**src/rtl/fft_seq_pkg.sv**
```systemverilog
// -----------------------------------------------------------------------------
// fft_seq_pkg
//   Shared types and helpers for the FFT stage sequencer.
//   - seq_state_e : sequencer state encoding
//   - clamp_log2n : folds a requested transform length into the supported range
//   - bitrev      : reverses the low L bits of an address (output reordering)
// -----------------------------------------------------------------------------
package fft_seq_pkg;

   // Working width of the helper functions; callers zero-extend/truncate.
   localparam int SEQ_W = 16;

   typedef enum logic [2:0] {
      ST_IDLE    = 3'd0,
      ST_COMPUTE = 3'd1,
      ST_GAP     = 3'd2,
      ST_FINISH  = 3'd3,
      ST_OUTPUT  = 3'd4
   } seq_state_e;

   // A zero-length request still runs one stage; oversize requests saturate.
   function automatic logic [3:0] clamp_log2n(input logic [3:0] v, input logic [3:0] max_l);
      if (v == 4'd0) begin
         return 4'd1;
      end else if (v > max_l) begin
         return max_l;
      end else begin
         return v;
      end
   endfunction

   // Reverse bits [l-1:0] of x; bits at and above l come back as zero.
   function automatic logic [SEQ_W-1:0] bitrev(input logic [SEQ_W-1:0] x, input logic [3:0] l);
      logic [SEQ_W-1:0] r;
      r = '0;
      for (int i = 0; i < SEQ_W; i++) begin
         if (i < int'(l)) begin
            r[int'(l) - 1 - i] = x[i];
         end
      end
      return r;
   endfunction

endpackage

```
**src/rtl/fft_stage_sequencer_if.sv**
```systemverilog
// -----------------------------------------------------------------------------
// fft_stage_sequencer_if
//   Control/address bundle between the FFT sequencer and its surroundings.
//   master : controller side (drives start/log2n/abort/en_out[/inverse])
//   slave  : sequencer side (drives RAM/twiddle addresses, enables, status)
//   Optional macro FFT_SEQ_INVERSE_EN adds the 'inverse' request bit.
// -----------------------------------------------------------------------------
interface fft_stage_sequencer_if #(
   parameter int MAX_LOG2N = 10
);
   logic                 start;
   logic [3:0]           log2n;
   logic                 abort;
   logic                 en_out;
`ifdef FFT_SEQ_INVERSE_EN
   logic                 inverse;
`endif
   logic [MAX_LOG2N-1:0] rd_ptr;
   logic [MAX_LOG2N-1:0] rd_ptr_angle;
   logic                 en_rd;
   logic                 en_modify_tw;
   logic                 en_modify;
   logic [3:0]           stage;
   logic                 busy;
   logic                 finish_FFT;
   logic                 out_valid;
   logic                 done_o;

   modport master (
`ifdef FFT_SEQ_INVERSE_EN
      output inverse,
`endif
      output start, log2n, abort, en_out,
      input  rd_ptr, rd_ptr_angle, en_rd, en_modify_tw, en_modify,
      input  stage, busy, finish_FFT, out_valid, done_o
   );

   modport slave (
`ifdef FFT_SEQ_INVERSE_EN
      input  inverse,
`endif
      input  start, log2n, abort, en_out,
      output rd_ptr, rd_ptr_angle, en_rd, en_modify_tw, en_modify,
      output stage, busy, finish_FFT, out_valid, done_o
   );
endinterface

```
**src/rtl/fft_pipe_delay.sv**
```systemverilog
// -----------------------------------------------------------------------------
// fft_pipe_delay
//   1-bit delay line of DEPTH cycles (DEPTH >= 1).
//   clk     : clock
//   rst_n   : asynchronous active-low reset, clears the line
//   flush_i : synchronous clear of every stage
//   d_i     : input bit
//   q_o     : d_i delayed by DEPTH cycles
// -----------------------------------------------------------------------------
module fft_pipe_delay #(
   parameter int DEPTH = 3
) (
   input  logic clk,
   input  logic rst_n,
   input  logic flush_i,
   input  logic d_i,
   output logic q_o
);
   logic [DEPTH-1:0] sh_q;

   always_ff @(posedge clk or negedge rst_n) begin
      if (!rst_n) begin
         sh_q <= '0;
      end else if (flush_i) begin
         sh_q <= '0;
      end else begin
         sh_q <= (sh_q << 1) | DEPTH'(d_i);
      end
   end

   assign q_o = sh_q[DEPTH-1];
endmodule

```
**src/rtl/fft_stage_sequencer.sv**
```systemverilog
// -----------------------------------------------------------------------------
// fft_stage_sequencer
//   Runtime-length radix-2 DIT FFT sequencer. For N = 2^L (L latched on start)
//   it issues upper/lower butterfly reads per stage with twiddle indices,
//   delays the compute-read strobe by PIPE_LAT for RAM write-back, then
//   streams the result out in bit-reversed order paced by en_out.
//   Ports:
//     clk, rst_n : clock, asynchronous active-low reset
//     bus        : fft_stage_sequencer_if.slave
//                  in : start, log2n, abort, en_out [, inverse]
//                  out: rd_ptr, rd_ptr_angle, en_rd, en_modify_tw, en_modify,
//                       stage, busy, finish_FFT, out_valid, done_o
//   Optional macro FFT_SEQ_INVERSE_EN: adds 'inverse', negating twiddle angles.
// -----------------------------------------------------------------------------
module fft_stage_sequencer
   import fft_seq_pkg::*;
#(
   parameter int MAX_LOG2N = 10,
   parameter int PIPE_LAT  = 3
) (
   input  logic                  clk,
   input  logic                  rst_n,
   fft_stage_sequencer_if.slave  bus
);
   localparam int              AW       = MAX_LOG2N;
   localparam int              GW       = 8;
   localparam logic [3:0]      MAX_L    = 4'(MAX_LOG2N);
   localparam logic [AW:0]     ONE_W    = (AW+1)'(1);
   localparam logic [AW-1:0]   ONE_A    = AW'(1);
   localparam logic [GW-1:0]   GAP_LAST = GW'(PIPE_LAT);

   seq_state_e    state_q, state_d;
   logic [3:0]    l_q, l_d;
   logic [3:0]    stage_q, stage_d;
   logic [AW-1:0] j_q, j_d;
   logic          half_q, half_d;
   logic [GW-1:0] gap_q, gap_d;
   logic [AW-1:0] k_q, k_d;
   logic [AW-1:0] out_addr_q, out_addr_d;
   logic          out_valid_q, out_valid_d;
   logic          last_q, last_d;
   logic          done_q, done_d;
`ifdef FFT_SEQ_INVERSE_EN
   logic          inv_q, inv_d;
`endif

   logic [AW:0]      n_w, n_m1_w, half_m1_w, sbit_w, smask_w;
   logic [AW-1:0]    pos, upper, lower, ang_fwd, ang;
   logic [3:0]       ang_sh;
   logic [SEQ_W-1:0] br_w;
   logic             last_pair, last_k, last_stage, compute;
   logic             en_modify_tw;
   logic             unused_bits;

   // Butterfly addressing for the current pair j within stage s.
   assign n_w       = ONE_W << l_q;
   assign n_m1_w    = n_w - ONE_W;
   assign half_m1_w = (n_w >> 1) - ONE_W;
   assign sbit_w    = ONE_W << stage_q;
   assign smask_w   = sbit_w - ONE_W;
   assign pos       = j_q & smask_w[AW-1:0];
   assign upper     = ((j_q >> stage_q) << (stage_q + 4'd1)) | pos;
   assign lower     = upper | sbit_w[AW-1:0];

   // Twiddle index is scaled to the full-circle table, so it does not depend on N.
   assign ang_sh    = MAX_L - 4'd1 - stage_q;
   assign ang_fwd   = pos << ang_sh;
`ifdef FFT_SEQ_INVERSE_EN
   // Two's-complement negation gives (2^MAX - a) mod 2^MAX, leaving 0 at 0.
   assign ang       = inv_q ? ((~ang_fwd) + ONE_A) : ang_fwd;
`else
   assign ang       = ang_fwd;
`endif

   assign br_w       = bitrev(SEQ_W'(k_q), l_q);
   assign last_pair  = ({1'b0, j_q} == half_m1_w);
   assign last_k     = ({1'b0, k_q} == n_m1_w);
   assign last_stage = (stage_q == (l_q - 4'd1));
   assign compute    = (state_q == ST_COMPUTE);

   // Top bits of the wide helpers never reach an address output.
   assign unused_bits = ^{sbit_w[AW], smask_w[AW], br_w[SEQ_W-1:AW]};

   always_comb begin
      state_d     = state_q;
      l_d         = l_q;
      stage_d     = stage_q;
      j_d         = j_q;
      half_d      = half_q;
      gap_d       = gap_q;
      k_d         = k_q;
      out_addr_d  = out_addr_q;
      out_valid_d = 1'b0;
      last_d      = last_q;
      done_d      = 1'b0;
`ifdef FFT_SEQ_INVERSE_EN
      inv_d       = inv_q;
`endif
      case (state_q)
         ST_IDLE: begin
            if (bus.start) begin
               state_d = ST_COMPUTE;
               l_d     = clamp_log2n(bus.log2n, MAX_L);
               stage_d = 4'd0;
               j_d     = '0;
               half_d  = 1'b0;
               gap_d   = '0;
               k_d     = '0;
               last_d  = 1'b0;
`ifdef FFT_SEQ_INVERSE_EN
               inv_d   = bus.inverse;
`endif
            end
         end
         ST_COMPUTE: begin
            // Each pair takes two cycles: upper address, then lower.
            if (!half_q) begin
               half_d = 1'b1;
            end else begin
               half_d = 1'b0;
               if (last_pair) begin
                  j_d     = '0;
                  gap_d   = '0;
                  state_d = ST_GAP;
               end else begin
                  j_d = j_q + ONE_A;
               end
            end
         end
         ST_GAP: begin
            // PIPE_LAT+1 idle cycles let the last write-back land first.
            if (gap_q == GAP_LAST) begin
               gap_d = '0;
               if (last_stage) begin
                  state_d = ST_FINISH;
               end else begin
                  stage_d = stage_q + 4'd1;
                  state_d = ST_COMPUTE;
               end
            end else begin
               gap_d = gap_q + GW'(1);
            end
         end
         ST_FINISH: begin
            state_d = ST_OUTPUT;
            k_d     = '0;
            last_d  = 1'b0;
         end
         ST_OUTPUT: begin
            // last_q marks the cycle the final address is on the bus.
            if (last_q) begin
               state_d = ST_IDLE;
               done_d  = 1'b1;
               last_d  = 1'b0;
               k_d     = '0;
               stage_d = 4'd0;
            end else if (bus.en_out) begin
               out_valid_d = 1'b1;
               out_addr_d  = br_w[AW-1:0];
               if (last_k) begin
                  last_d = 1'b1;
               end else begin
                  k_d = k_q + ONE_A;
               end
            end
         end
         default: begin
            state_d = ST_IDLE;
         end
      endcase

      // Abort overrides everything, including a simultaneous start.
      if (bus.abort) begin
         state_d     = ST_IDLE;
         stage_d     = 4'd0;
         j_d         = '0;
         half_d      = 1'b0;
         gap_d       = '0;
         k_d         = '0;
         last_d      = 1'b0;
         out_valid_d = 1'b0;
         done_d      = 1'b0;
      end
   end

   always_ff @(posedge clk or negedge rst_n) begin
      if (!rst_n) begin
         state_q     <= ST_IDLE;
         l_q         <= 4'd0;
         stage_q     <= 4'd0;
         j_q         <= '0;
         half_q      <= 1'b0;
         gap_q       <= '0;
         k_q         <= '0;
         out_addr_q  <= '0;
         out_valid_q <= 1'b0;
         last_q      <= 1'b0;
         done_q      <= 1'b0;
      end else begin
         state_q     <= state_d;
         l_q         <= l_d;
         stage_q     <= stage_d;
         j_q         <= j_d;
         half_q      <= half_d;
         gap_q       <= gap_d;
         k_q         <= k_d;
         out_addr_q  <= out_addr_d;
         out_valid_q <= out_valid_d;
         last_q      <= last_d;
         done_q      <= done_d;
      end
   end

`ifdef FFT_SEQ_INVERSE_EN
   always_ff @(posedge clk or negedge rst_n) begin
      if (!rst_n) begin
         inv_q <= 1'b0;
      end else begin
         inv_q <= inv_d;
      end
   end
`endif

   assign en_modify_tw = compute;

   fft_pipe_delay #(
      .DEPTH (PIPE_LAT)
   ) u_wb_delay (
      .clk     (clk),
      .rst_n   (rst_n),
      .flush_i (bus.abort),
      .d_i     (en_modify_tw),
      .q_o     (bus.en_modify)
   );

   assign bus.rd_ptr       = compute ? (half_q ? lower : upper)
                                     : (out_valid_q ? out_addr_q : '0);
   assign bus.rd_ptr_angle = compute ? ang : '0;
   assign bus.en_rd        = compute | out_valid_q;
   assign bus.en_modify_tw = en_modify_tw;
   assign bus.stage        = stage_q;
   assign bus.busy         = (state_q != ST_IDLE);
   assign bus.finish_FFT   = (state_q == ST_FINISH);
   assign bus.out_valid    = out_valid_q;
   assign bus.done_o       = done_q;
endmodule

```
**src/flat_wrapper.sv**
```systemverilog
// flat-port wrapper written by rule: the top's interface ports become plain ports
module fft_stage_sequencer_flat import fft_seq_pkg::*;
#(
   parameter int MAX_LOG2N = 10,
   parameter int PIPE_LAT  = 3
)
  (clk, rst_n, bus_start, bus_log2n, bus_abort, bus_en_out, bus_rd_ptr, bus_rd_ptr_angle, bus_en_rd, bus_en_modify_tw, bus_en_modify, bus_stage, bus_busy, bus_finish_FFT, bus_out_valid, bus_done_o);
  fft_stage_sequencer_if #(.MAX_LOG2N(MAX_LOG2N)) bus_i ();
  input  logic clk;
  input  logic rst_n;
  input wire logic [$bits(bus_i.start)-1:0] bus_start;
  input wire logic [$bits(bus_i.log2n)-1:0] bus_log2n;
  input wire logic [$bits(bus_i.abort)-1:0] bus_abort;
  input wire logic [$bits(bus_i.en_out)-1:0] bus_en_out;
  output wire logic [$bits(bus_i.rd_ptr)-1:0] bus_rd_ptr;
  output wire logic [$bits(bus_i.rd_ptr_angle)-1:0] bus_rd_ptr_angle;
  output wire logic [$bits(bus_i.en_rd)-1:0] bus_en_rd;
  output wire logic [$bits(bus_i.en_modify_tw)-1:0] bus_en_modify_tw;
  output wire logic [$bits(bus_i.en_modify)-1:0] bus_en_modify;
  output wire logic [$bits(bus_i.stage)-1:0] bus_stage;
  output wire logic [$bits(bus_i.busy)-1:0] bus_busy;
  output wire logic [$bits(bus_i.finish_FFT)-1:0] bus_finish_FFT;
  output wire logic [$bits(bus_i.out_valid)-1:0] bus_out_valid;
  output wire logic [$bits(bus_i.done_o)-1:0] bus_done_o;
  assign bus_i.start = bus_start;
  assign bus_i.log2n = bus_log2n;
  assign bus_i.abort = bus_abort;
  assign bus_i.en_out = bus_en_out;
  assign bus_rd_ptr = bus_i.rd_ptr;
  assign bus_rd_ptr_angle = bus_i.rd_ptr_angle;
  assign bus_en_rd = bus_i.en_rd;
  assign bus_en_modify_tw = bus_i.en_modify_tw;
  assign bus_en_modify = bus_i.en_modify;
  assign bus_stage = bus_i.stage;
  assign bus_busy = bus_i.busy;
  assign bus_finish_FFT = bus_i.finish_FFT;
  assign bus_out_valid = bus_i.out_valid;
  assign bus_done_o = bus_i.done_o;
  fft_stage_sequencer #(.MAX_LOG2N(MAX_LOG2N), .PIPE_LAT(PIPE_LAT)) u_core (.clk(clk), .rst_n(rst_n), .bus(bus_i));
endmodule
```
**config.mk**
```make
export PLATFORM = sky130hd
export DESIGN_NAME = fft_stage_sequencer_flat
export DESIGN_NICKNAME = d
export VERILOG_FILES = /design/src/rtl/fft_seq_pkg.sv /design/src/rtl/fft_stage_sequencer_if.sv /design/src/rtl/fft_pipe_delay.sv /design/src/rtl/fft_stage_sequencer.sv /design/src/flat_wrapper.sv
export SDC_FILE = /design/constraint.sdc
export NUM_CORES = 1
export LEC_CHECK = 0
export BUFFER_PORTS_ARGS = -buffer_cell sky130_fd_sc_hd__buf_2
export CAP_MARGIN = 10
export CORE_MARGIN = 4
export CORE_UTILIZATION = 30
export CTS_BUF_LIST = sky130_fd_sc_hd__clkbuf_8
export CTS_CLUSTER_SIZE = 28
export DETAILED_ROUTE_END_ITERATION = 16
export HOLD_SLACK_MARGIN = 0.15
export PLACE_DENSITY = 0.58
export SLEW_MARGIN = 10
export SYNTH_ARGS = -nofsm -noshare
export SYNTH_HDL_FRONTEND = slang
export SYNTH_SLANG_ARGS = --single-unit
```
**constraint.sdc**
```tcl
create_clock -name clk -period 6.35 [get_ports clk]
set_clock_uncertainty 0.2 [all_clocks]
set_input_delay 0.635 -clock clk [delete_from_list [all_inputs] [get_ports clk]]
set_output_delay 0.635 -clock clk [all_outputs]
set_load 0.1 [all_outputs]
```
# [Word level (Yosys, flattened, before mapping)]
# Cells that the tools add are included.
[word_totals] elab_cells=258 inputBits=9 register_bits=56
[op_classes] addsub=24 n_reduce_logical=31 bitwise_logic=17 shift=5 magnitude_cmp=46 mux=107 n_eq_ne=16
[ops] operator="32-bit by 1-bit >= comparator with 1-bit output (second input constant)" n=15
[ops] operator="32-bit by 6-bit < comparator with 1-bit output (second input constant)" n=15
[ops] operator="32-bit by 5-bit subtractor with 32-bit output (second input constant)" n=7
[ops] operator="10-bit two-way mux" n=18
[ops] operator="16-bit bitwise mux" n=9
[ops] operator="16-bit two-way mux" n=9
[ops] operator="32-bit by 4-bit subtractor with 32-bit output (second input constant)" n=4
[ops] operator="32-bit by 3-bit subtractor with 32-bit output (second input constant)" n=2
[ops] operator="10-bit bitwise AND" n=6
[ops] operator="1-bit demux with 4-bit select" n=15
[ops] operator="10-bit NOT" n=5
[ops] operator="8-bit two-way mux" n=5
[ops] operator="32-bit by 2-bit subtractor with 32-bit output (second input constant)" n=1
[ops] operator="10-bit one-hot mux with 3 select lines" n=1
[ops] operator="1-bit two-way mux" n=29
[ops] operator="4-bit < comparator (first input constant)" n=7
[ops] operator="4-bit two-way mux" n=7
[ops] operator="8-bit one-hot mux with 3 select lines" n=1
[ops] operator="10-bit by 11-bit equality test with 1-bit output" n=2
[ops] operator="3-bit two-way mux" n=7
[ops] operator="10-bit by 1-bit adder with 10-bit output (second input constant)" n=2
[ops] operator="10-bit OR" n=2
[ops] operator="10-bit one-hot mux with 2 select lines" n=1
[ops] operator="10-bit by 4-bit << shifter with 10-bit output" n=2
[ops] operator="other kinds (41)" n=74

# [Longest topological paths before layout]
[depth] ltp_word=35 ltp_mapped=25 ltp_nobuf=19

# [Hierarchy]
# A second synthesis with hierarchy kept.
[unflattened] cells_unflattened=1074 hier_area_um2=7597.3
[by_module_without_submodules] mod="fft_stage_sequencer" area_per_inst_um2=7503.4 cells_each=1068 n_inst=1
[by_module_without_submodules] mod="fft_pipe_delay" area_per_inst_um2=93.8 cells_each=6 n_inst=1

# [Worst setup path after synthesis]
# Ideal clock, no wire load.
[synth_timing] kind="reg2out" from="register u_core.stage_q[0] (netlist: u_core.bus.stage[0])" to="output bus_rd_ptr_angle[3]" setup_slack_ns=-0.511 path_stages_with_launch=15 t_required_ns=5.515 path_buffers=4 arrival_time_ns=6.026 path_cell_list="dfrtp_1 > buf_2 > buf_2 > inv_1 > buf_1 > ha_1 > clkbuf_1 > nand2_1 > ha_1 > inv_1 > xnor2_1 > nor3b_1 > a31o_2 > nor2_1 > nor4_1"
[synth_between] elab_chain_len=5
[synth_rtl] item="start: declaration" line="fft_stage_sequencer.sv:34" source="logic [3:0] stage_q, stage_d;"
[synth_rtl] item="start signal: assignment" line="fft_stage_sequencer.sv:202" source="stage_q <= stage_d;"
[synth_rtl] item="1-bit by 4-bit << shifter with 10-bit output" line="fft_stage_sequencer.sv:59" source="assign sbit_w = ONE_W << stage_q;"
[synth_rtl] item="10-bit by 1-bit subtractor with 10-bit output" line="fft_stage_sequencer.sv:60" source="assign smask_w = sbit_w - ONE_W;"
[synth_rtl] item="10-bit bitwise AND" line="fft_stage_sequencer.sv:61" source="assign pos = j_q & smask_w[AW-1:0];"
[synth_rtl] item="10-bit by 4-bit << shifter with 10-bit output (*)" line="fft_stage_sequencer.sv:67" source="assign ang_fwd = pos << ang_sh;"
[synth_rtl] item="10-bit two-way mux (*)" line="fft_stage_sequencer.sv:238" source="assign bus.rd_ptr_angle = compute ? ang : '0;"
[synth_rtl] item="end: declaration" line="flat_wrapper.sv:16" source="output wire logic [$bits(bus_i.rd_ptr_angle)-1:0] bus_rd_ptr_angle;"
# Mark *: on every way between the ends. The rest lies on a longest branch, timed or not.

# [Worst setup path in the final report]
[layout_timing] from="register u_core.l_q[0]" to="register u_core.out_addr_q[1]"
[layout_between] elab_chain_len=35
[layout_rtl] item="start: declaration" line="fft_stage_sequencer.sv:33" source="logic [3:0] l_q, l_d;"
[layout_rtl] item="start signal: assignment" line="fft_stage_sequencer.sv:201" source="l_q <= l_d;"
[layout_rtl] item="parallel branches: the longest is 34 deep, another holds 32-bit by 2-bit subtractor with 32-bit output"
[layout_rtl] item="10-bit two-way mux (*)" line="fft_seq_pkg.sv:37" source="if (i < int'(l)) begin"
[layout_rtl] item="end signal: assignment" line="fft_stage_sequencer.sv:207" source="out_addr_q <= out_addr_d;"
[layout_rtl] item="end: declaration" line="fft_stage_sequencer.sv:39" source="logic [AW-1:0] out_addr_q, out_addr_d;"
# Mark *: on every way between the ends.
# A chain may end at the register's enable or synchronous reset.

==> impl_metrics.toml <==
[global_route]
grt_first_pass_wirelength_mm = 56.1
grt_pass1_vias = 9647
antenna_found_initial = 0
grt.busiest_layer = "met2"
met1_usage = 0.261
grt_util_all_layers = 0.196
grt_max_degree = 57
overflow = 0
gr-usage-met3 = 0.0281
grtUsageMet2 = 0.316

[critical_path]
arrival_ps = 5540
path_buf_inv = 3
crit_path_start_kind = "flop"
cpPeakStageDelay_ps = 580
cp_max_fo = 37
cp_common_cell = "ha_1"
worstPathCellList = "clkinv_1, ha_1, ha_1, buf_4, nand2_1, inv_1, ha_1, o21ai_0, ha_1, nand4b_1, or4_1, nor3_1, nand2_1, or3_1, a311oi_1, o21ai_0, nand2_1"
cp.depth = 17
crit_required_ps = 6460
cp_slowest_cell = "or4_1"
path_delay_family = "simple AND/OR/NAND/NOR gates"
end_kind = "flop"
worstSetupPathType = "reg -> reg"
reg2reg_depth = 17
reg2reg_slack_ps = 920

[floorplanning]
dieArea_um2 = 34800
rows = 65
dieHeight_um = 186
core_area_um2 = 31500
start_util = 0.303
fp.dieW_um = 186
ios = 40

[clocking]
cts.path.max_buffers = 2
h-tree-depth = 2
cts_buffers = 5
cts-root-buf = "clkbuf_8"
cts_tree = "done"
cts_sinks = 56
clk_pin_slew_ps = 140
post_cts_buffers = 0
cts_resized = 0
clk_latency_ps = 360
cts_hold_buf = 0

[status]
status = "completed"

[sta]
worstMarginPinSlew_ps = 1060
slew_viol_final = 0
fmax_mhz = 184
rsz0062_at_grt = "no"
fin_setup_tns_ps = 0
finalSetupViolCount = 0
hold_viol_final = 0
finalCritPeriodShare = 0.856
max_slew_margin = 0.290
min_period_ps = 5430

[finish]
multi_input_area_um2 = 7550
drive_gt1_frac = 0.107
layout_commonest_cell = "nand2_1"
fillers = 3360
nets = 1371
mostFrequentLayoutCells = "nand2_1, ha_1, nor2_1"
finish.instance_area_um2 = 10100
syn2layout_area_growth_pct = 6.18
insertedDiodeCount = 0
regArea_um2 = 1400

[synth]
ys_ff_latch = 56
yosysSeqAreaShare = 0.147
ys.flop_type = "dfrtp_1"
synth_area_um2 = 9550
avgSynthCellArea_um2 = 7.33
synth_fp_nets = 1402
yosysWarningCount = 0
netlist_instances = 1303
synth.distinct_cells = 101
synth-edff-count = 0
synth-async-reset-ratio = 1.00

[detailed_routing]
route.vias.total = 10400
ant_nets = 0
drt_pass1_iterations = 5
vias_per_cell = 6.24
drc = 0
wire_per_inst_um = 21.3
drt-total-wl_mm = 35.7
dr.first_iter.drc_count = 1311

[pwr]
power.density_nw_per_um2 = 193
leakage_nw = 3.85
total_power_mw = 1.96
vdd_drop_max_mv = 0.134

[placement]
dpl-instance-area_um2 = 10000
gp_congestion = 1.00
dpl.hpwl_mm = 26.5
portBuffers = 39

[worst_hold_path]
hold_path_class = "in -> async"

[flow_run]
cap_violations = 0
cell families after synthesis:
family	count (synthesis)	synth area share
adder cells (fa/ha/maj)	91	0.119
flip-flops	56	0.147
multiplexers	47	0.0571
buffers and inverters	151	0.0643
AO/OA/AOI/OAI	359	0.260
XOR/XNOR	40	0.0411
AND/OR/NAND/NOR	559	0.312
synthesized netlist by cell type (12+ instances only):
library cell  count  area share
nand2_1         147       0.058
ha_1             90        0.12
nor2_1           88       0.035
clkbuf_1         83       0.033
o21ai_0          73       0.038
a21oi_1          70       0.037
nand3_1          65       0.034
dfrtp_1          56        0.15
nor3_1           47       0.025
inv_1            39       0.015
mux2i_1          32       0.034
nor2b_1          25       0.016
nand2b_1         24       0.016
and3_1           19       0.012
o211ai_1         19       0.015
xnor2_1          19       0.017
a211oi_1         18       0.014
xor2_1           18       0.017
nand4_1          17       0.011
o22ai_1          17       0.011
a31oi_1          16       0.010
and2_1           16       0.010
nor4_1           15      0.0098
buf_2            14      0.0073
o31ai_1          13       0.010
or2_2            12      0.0079
registers in the layout, summed over array words and instances (netlist names), 3 cells and up:
register                flops
u_core.j_q                 10
u_core.k_q                 10
u_core.out_addr_q          10
u_core.gap_q                8
u_core.bus.stage            4
u_core.l_q                  4
u_core.state_q              3
u_core.u_wb_delay.sh_q      3
final timing paths:
check,from,end
min in group clk,u_core.u_wb_delay.sh_q[0]$_DFF_PN0_,u_core.u_wb_delay.sh_q[1]$_DFF_PN0_
max in group asynchronous,rst_n,u_core.out_addr_q[8]$_DFFE_PN0P_
max reg2reg,u_core.l_q[0]$_DFFE_PN0P_,u_core.out_addr_q[1]$_DFFE_PN0P_
min reg2reg,u_core.u_wb_delay.sh_q[0]$_DFF_PN0_,u_core.u_wb_delay.sh_q[1]$_DFF_PN0_
min,rst_n,u_core.l_q[3]$_DFFE_PN0P_
max,u_core.l_q[0]$_DFFE_PN0P_,u_core.out_addr_q[1]$_DFFE_PN0P_
metrics by stage:
step / worst slack (ps) / instances / hold slack, ps / util
after CTS: 1010 / 1675 / 268 / 0.322
after global placement: 1160 / 1667 / 255 / 0.319
after floorplan: 85.3 / 1303 / 139 / -
after detailed placement: 1040 / 1667 / 253 / 0.319
final: 916 / 1675 / 240 / 0.322
after global routing: 560 / 1675 / 299 / 0.322
power breakdown:
| part | total, mW | internal [mW] | switching (mW) |
|---|---|---|---|
| registers | 0.378 | 0.364 | 0.0137 |
| clock network | 0.232 | 0.0813 | 0.151 |
| logic | 1.35 | 0.416 | 0.934 |
| total | 1.96 | 0.861 | 1.10 |
final cells by class:
| type | count | share of cell area |
|---|---|---|
| clock inverters | 3 | 0.00247 |
| multi-input cells | 1096 | 0.745 |
| clock buffers | 5 | 0.00679 |
| flip-flops and latches | 56 | 0.138 |
| well taps | 402 | 0.0496 |
| inverters | 43 | 0.0159 |
| repair buffers | 70 | 0.0422 |
per-layer routing:
layer,part of all wire,vias to the layer above,routed length (um)
met1,0.43,4967,15400
met5,0,-,0
met2,0.45,562,16100
met4,0.046,0,1660
met3,0.074,109,2650
li1,-,4810,-
Power figures use the tool's default switching activity.
